<file path="config.mk">
export PLATFORM = sky130hd
export DESIGN_NAME = rptr_empty
export DESIGN_NICKNAME = d
export VERILOG_FILES = /design/src/rtl/fifo_pkg.sv /design/src/rtl/rptr_empty.sv
export SDC_FILE = /design/constraint.sdc
export NUM_CORES = 1
export LEC_CHECK = 0
export ABC_AREA = 1
export CAP_MARGIN = 20
export CORE_AREA = 4 4 41 43
export CTS_BUF_LIST = sky130_fd_sc_hd__clkbuf_8
export CTS_CLUSTER_DIAMETER = 30
export DETAILED_ROUTE_END_ITERATION = 8
export DIE_AREA = 0 0 45 47
export PLACE_DENSITY = 0.7
export SLEW_MARGIN = 40
export SYNTH_ARGS = -nofsm -noshare
export SYNTH_HDL_FRONTEND = slang
export SYNTH_SLANG_ARGS = --single-unit
</file>
<file path="constraint.sdc">
create_clock -name rclk -period 1.42 [get_ports rclk]
set_input_delay 0.284 -clock rclk [delete_from_list [all_inputs] [get_ports rclk]]
set_output_delay 0.284 -clock rclk [all_outputs]
set_load 0.01 [all_outputs]
</file>
<file path="src/rtl/fifo_pkg.sv">
// Shared definitions for the dual-clock FIFO pointer blocks: the default
// address width and gray/binary conversion helpers used by both the read-side
// and write-side pointer logic.
package fifo_pkg;

    // Default RAM address width; the FIFO depth is 2**ADRRSIZE_DEF.
    localparam int ADRRSIZE_DEF = 3;

    // Widest pointer the helpers handle. Callers zero-extend narrower
    // pointers to this width and truncate the result back to their own width.
    localparam int PTR_MAX_W = 32;

    typedef logic [PTR_MAX_W-1:0] ptr_t;

    // Binary to reflected gray code. Zero-extended upper bits stay zero, so
    // the result is correct for any pointer width up to PTR_MAX_W.
    function automatic ptr_t bin2gray(input ptr_t b);
        return (b >> 1) ^ b;
    endfunction

    // Gray to binary by prefix XOR from the MSB down. Zero upper bits
    // contribute nothing, so narrower pointers convert correctly.
    function automatic ptr_t gray2bin(input ptr_t g);
        ptr_t b;
        b[PTR_MAX_W-1] = g[PTR_MAX_W-1];
        for (int i = PTR_MAX_W - 2; i >= 0; i--) begin
            b[i] = b[i+1] ^ g[i];
        end
        return b;
    endfunction

endpackage

</file>
<file path="src/rtl/rptr_empty.sv">
// Read-side pointer and empty-flag generator for the dual-clock FIFO.
// Runs entirely in the rclk domain. It keeps a binary read pointer and drives
// the RAM read address and a flopped gray pointer for the read-to-write
// synchroniser. It also produces a registered pessimistic empty flag and a
// sticky underflow flag.
// Optional feature: define RPTR_LEVEL_EN to add the rlevel occupancy output
// and the ralmost_empty flag.
module rptr_empty
    import fifo_pkg::*;
#(
    parameter int ADRRSIZE  = ADRRSIZE_DEF,
    parameter int AE_THRESH = 1
) (
    input  logic                rclk,
    input  logic                rrst_n,
    input  logic                rinc,
    input  logic [ADRRSIZE:0]   rq2_wptr,
    output logic [ADRRSIZE-1:0] raddr,
    output logic [ADRRSIZE:0]   rptr_gray,
    output logic                rempty,
    output logic                runderflow
`ifdef RPTR_LEVEL_EN
    ,
    output logic [ADRRSIZE:0]   rlevel,
    output logic                ralmost_empty
`endif
);

    localparam int PTR_W = ADRRSIZE + 1;

    logic [PTR_W-1:0] rbin_q;
    logic [PTR_W-1:0] rbin_d;
    logic [PTR_W-1:0] rgray_q;
    logic [PTR_W-1:0] rgray_d;
    logic             rempty_q;
    logic             rempty_d;
    logic             runderflow_q;
    logic             runderflow_d;
    logic             rd_ok;

    // Advance the pointer only on a read that finds data. The empty
    // comparison uses the next gray pointer, so the flag rises on the same
    // edge that consumes the last entry.
    always_comb begin
        rd_ok        = rinc & ~rempty_q;
        rbin_d       = rbin_q + PTR_W'(rd_ok);
        rgray_d      = PTR_W'(bin2gray(PTR_MAX_W'(rbin_d)));
        rempty_d     = (rgray_d == rq2_wptr);
        runderflow_d = runderflow_q | (rinc & rempty_q);
    end

    // Pointer, empty and underflow registers. Reset wins over any read.
    always_ff @(posedge rclk) begin
        if (!rrst_n) begin
            rbin_q       <= '0;
            rgray_q      <= '0;
            rempty_q     <= 1'b1;
            runderflow_q <= 1'b0;
        end else begin
            rbin_q       <= rbin_d;
            rgray_q      <= rgray_d;
            rempty_q     <= rempty_d;
            runderflow_q <= runderflow_d;
        end
    end

    // rptr_gray crosses domains, so it is a bare flop output.
    assign raddr      = rbin_q[ADRRSIZE-1:0];
    assign rptr_gray  = rgray_q;
    assign rempty     = rempty_q;
    assign runderflow = runderflow_q;

`ifdef RPTR_LEVEL_EN
    logic [PTR_W-1:0] wbin;
    logic [PTR_W-1:0] rlevel_q;
    logic [PTR_W-1:0] rlevel_d;
    logic             ralmost_q;
    logic             ralmost_d;

    // Occupancy against the next read pointer keeps it aligned with rempty.
    always_comb begin
        wbin      = PTR_W'(gray2bin(PTR_MAX_W'(rq2_wptr)));
        rlevel_d  = wbin - rbin_d;
        ralmost_d = (32'(rlevel_d) <= 32'(AE_THRESH));
    end

    // Level and almost-empty registers; reset reports an empty FIFO.
    always_ff @(posedge rclk) begin
        if (!rrst_n) begin
            rlevel_q  <= '0;
            ralmost_q <= 1'b1;
        end else begin
            rlevel_q  <= rlevel_d;
            ralmost_q <= ralmost_d;
        end
    end

    assign rlevel        = rlevel_q;
    assign ralmost_empty = ralmost_q;
`else
    // The threshold only matters for the level feature.
    logic unused_ae_thresh;
    assign unused_ae_thresh = (AE_THRESH != 0);
`endif

endmodule

</file>
### Word-level counts from Yosys, hierarchy flattened

Index checks and enable logic that the tools add are counted.

| cells by class | value |
|---|---|
| add/subtract/negate cells | 1 |
| equal/unequal tests | 1 |
| bitwise logic cells | 5 |

Operator list:

| kind | count |
|---|---|
| adder 4 x 1 -> 4 bit | 1 |
| == test 4 bit | 1 |
| XOR 3 x 4 -> 4 bit | 1 |
| AND 1 bit | 2 |
| NOT 1 bit | 1 |
| bitwise OR 1 bit | 1 |

| word-level totals | value |
|---|---|
| flip-flop bits (word level) | 10 |
| bits of input ports | 7 |
| output and inout port bits | 9 |
| word-level logic and storage cells | 11 |

### Depth between registers and ports, before layout

| logic depth | value |
|---|---|
| word-level depth | 5 |
| gate-level depth with buffers | 13 |
| depth with buffers taken out | 13 |

### Least setup slack after synthesis

No wires, ideal clock.

| timing path | value |
|---|---|
| kind | flip-flop to flip-flop |
| from | reg rempty_q, in the netlist rempty |
| to | reg rempty_q, in the netlist rempty |
| setup time | 0.058 ns |
| arrival | 1.490 ns |
| data required time | 1.362 ns |
| slack | -0.128 ns |
| stages on the path, launching flop included | 13 |
| buffers on the path | 0 |
| period minus slack after synthesis | 1.548 ns |
| cell sequence | dfxtp_1 nor2_1 ha_1 ha_1 inv_1 nand2_1 nand2_1 nand2_1 nand2_1 nand3_1 nor2_1 nand2_1 nand2_1 |

| on the way | value |
|---|---|
| cells in the longest elaborated chain, start to end | 5 |

RTL lines:

| element | RTL line | source |
|---|---|---|
| from (decl) | rptr_empty.sv:35 | `logic rempty_q;` |
| from (signal assigned) | rptr_empty.sv:62 | `rempty_q <= rempty_d;` |
| NOT 1 bit | rptr_empty.sv:45 | `rd_ok = rinc & ~rempty_q;` |
| AND 1 bit | rptr_empty.sv:45 |  |
| adder 4 x 1 -> 4 bit | rptr_empty.sv:46 | `rbin_d = rbin_q + PTR_W'(rd_ok);` |
| via rbin_d[1] | rptr_empty.sv:32 | `logic [PTR_W-1:0] rbin_d;` |
| XOR 3 x 4 -> 4 bit | fifo_pkg.sv:18 | `return (b >> 1) ^ b;` |
| == test 4 bit | rptr_empty.sv:48 | `rempty_d = (rgray_d == rq2_wptr);` |

The timed path passes the listed nets, and every way through them passes these cells.
A chain may end at the register's enable or synchronous reset.

### Worst setup path after layout

Same ends and word-level chain as after synthesis.

==> flow_summary.yaml <==
power:
  pwr-share-seq_pct: 38.6
  cellInternalPower_mw: 0.538
  clkPwrFrac_pct: 40.7
  combPwrFrac_pct: 20.7
  p_sw_mw: 0.174
  switching_share_pct: 24.4
  powerDensity_nw_per_um2: 915
  p_leak_nw: 0.377
  irDropWorstVdd_mv: 0.648
detailed_routing:
  vias: 529
  wl_met3_microns: 53
  drtPass1Iterations: 4
  met2WireLength_microns: 540
  wl_per_cell_microns: 10.4
  wirelength_mm: 1.16
  vias_per_cell: 4.72
  remaining_drc_errors: 0
  route.top_layer_used: "met4"
  wl_met1_microns: 553
  antenna_left: 0
  drt_iter0_markers: 16
worst_setup_path:
  endpoint_kind: "register"
  rr_startpoint: "rempty$_SDFF_PN1_"
  crit_family: "simple AND/OR/NAND/NOR gates"
  crit_fanout: 4
  crit_chain: "nor2_2 > ha_2 > ha_4 > inv_4 > nand2_4 > nand2_2 > nand2_1 > nand2_1 > nand3_1 > nor2_1 > nand2_1 > nand2_1"
  cp_data_required_time_ps: 1590
  start_kind: "register"
  cp_common_cell: "nand2_1"
  arrival_ps: 1640
  slowest_delay_ps: 320
  critical_path_buf_inv_count: 1
  slowest_stage: "dfxtp_2"
  crit_start: "rempty$_SDFF_PN1_"
  timing_worst_setup_path_type: "register to register"
sta:
  rsz0062_at_grt: "yes"
  setup_viol: 1
  period_minus_slack_ps: 1470
  slew_headroom_pct: 85.2
  hold_viol_final: 0
  timing.fmax_ghz: 0.679
  finClkSkew_ps: 2.93
  whs_ps: 413
  period_share_pct: 104
  worstMarginPinSlew_ps: 222
  final.setup.worst_slack_ps: -52.4
  slew_violations: 0
placement:
  port_buffers: 15
  place.gp.congestion: 0.736
  place_hpwl_microns: 874
  dpl.cell_count: 107
floorplan:
  die_x_microns: 45
  initial_core_util_pct: 35.5
  num_rows: 13
  core_area_sq_um: 1300
  die-area_sq_um: 2120
  chipHeight_microns: 47
  pin_count: 16
synthesis:
  synthSimpleGateAreaFrac_pct: 42.3
  synth.distinct_cells: 11
  synth_top_family_by_area: "simple AND/OR/NAND/NOR gates"
  synth.area.mux_share_pct: 0
  synth_seq_cells: 9
  netlist.area_leader.share_pct: 39.0
  yosys.area.top_type: "dfxtp_1"
  synth_nets: 78
  synthAdderAreaFrac_pct: 5.42
  synthCells: 69
  synth_xor_area_share_pct: 0
  syn-cell-area_sq_um: 462
  ys_warn_count: 0
  yosysSeqAreaShare_pct: 39.0
  synth-compound-area-share_pct: 4.34
  yosys-top-cells-area: "dfxtp_1 (39%), nand2_1 (18%), nand3_1 (11%), inv_1 (8.9%), ha_1 (5.4%)"
  avgSynthCellArea_sq_um: 6.69
grt:
  grt_max_degree: 7
  grt_usage_pct: 12.5
  grt_overflow: 0
  grt_pass1_wl_mm: 1.97
  grt_pass1_vias: 512
  grt_antenna_before_repair: 0
layout:
  post_layout_nonfiller_instances: 112
  post_route_cells_drive_above_1_share_pct: 24.7
  nets: 107
  area_growth_pct: 68.6
  antenna_cells: 0
clocking:
  hold_buffers: 0
  cts.sinks: 9
  tritoncts: "built"
  root_buffer: "clkbuf_8"
  htreeDepth: 1
  cts_made_buffers: 3
  clock_latency_ps: 230
  clockBufferDepth: 2
  clkTransAtPathRegs_ps: 40
flow_run:
  maxCapViolations: 0
hold_path:
  hold_path.class: "input port to register"
  hp-start: "rinc"
run_status:
  status: "finished with violations"
  violations: "setup timing"
-- final timing paths --
kind,endpoint,depth (start not counted),slack [ps]
worst max-delay path,rempty$_SDFF_PN1_,12,-50
worst min-delay path,runderflow$_SDFF_PN0_,3,410
worst max register to register,rempty$_SDFF_PN1_,12,-50
worst min register to register,runderflow$_SDFF_PN0_,2,480
-- per-stage QoR --
stage | setup TNS, ps | util, % | setup slack [ps] | power [mW] | cell area, sq um
after floorplan | 0 | - | 7.33 | 0.335 | 478
after global placement | -2390 | 54.3 | -554 | 0.405 | 707
after detailed placement | -2640 | 54.3 | -601 | 0.405 | 707
after CTS | -51.8 | 57.7 | -51.8 | 0.701 | 751
after global routing | -330 | 59.8 | -234 | 0.754 | 778
final | -52.4 | 59.8 | -52.4 | 0.712 | 778
-- worst min-delay path, stage by stage --
cell and delay [ps]:
clkdlybuf4s15_1 180, a21oi_1 60, nor2_1 80
-- final cells by class --
cell class,instances,area (sq um)
multi-input combinational,49,274
clock inverter,1,3.75
tap,15,18.8
clock buffer,3,41.3
fill,134,523
sequential,9,183
inverter,11,43.8
timing repair buffer,24,214
-- flip-flops by register name (all words and copies together) (netlist names) --
name,flops
rbin_q,4
rempty,1
rptr_gray,3
runderflow,1
-- cell families after synthesis --
family,Yosys count
and+or+nand+nor,43
DFF,9
AOI/OAI and AO/OA,4
adders and majority gates,2
buffers and inverters,11
-- cells in the mapped netlist --
library cell,instances
nand2_1,22
inv_1,11
nand3_1,10
dfxtp_1,9
nor2_1,5
a21oi_1,4
ha_1,2
nand3b_1,2
nand4_1,2
nand2_2,1
nand3_2,1
-- metal layers --
| layer | GRT usage, % | vias up |
|---|---|---|
| li1 | - | 276 |
| met1 | 16.0 | 234 |
| met2 | 20.6 | 15 |
| met3 | 2.30 | 4 |
| met4 | 5.26 | 0 |
| met5 | 0 | - |
-- cell usage in the layout, fill, tap and decap left out, drive strengths merged --
| cell | n |
|---|---|
| nand4 | 2 |
| inv | 12 |
| dlygate4sd2 | 3 |
| buf | 9 |
| nor2 | 5 |
| nand3b | 2 |
| nand3 | 11 |
| clkdlybuf4s50 | 11 |
| clkdlybuf4s15 | 1 |
| clkbuf | 3 |
| nand2 | 23 |
| ha | 2 |
| dfxtp | 9 |
| a21oi | 4 |
-- power by group through the flow --
stage	sequential [mW]	clock (mW)	combinational (mW)
after detailed placement	0.279	0	0.126
after global placement	0.280	0	0.126
final	0.275	0.290	0.148
after global routing	0.276	0.313	0.165
after floorplan	0.285	0	0.0497
after CTS	0.275	0.299	0.127
-- what timing repair did --
action | in CTS | in global routing
buffers inserted | 0 | 1
pin swaps | 1 | 8
endpoints found under the setup margin | 9 | 4
resized for setup | 7 | 7
Note: power is estimated with default switching activity, not from simulation.
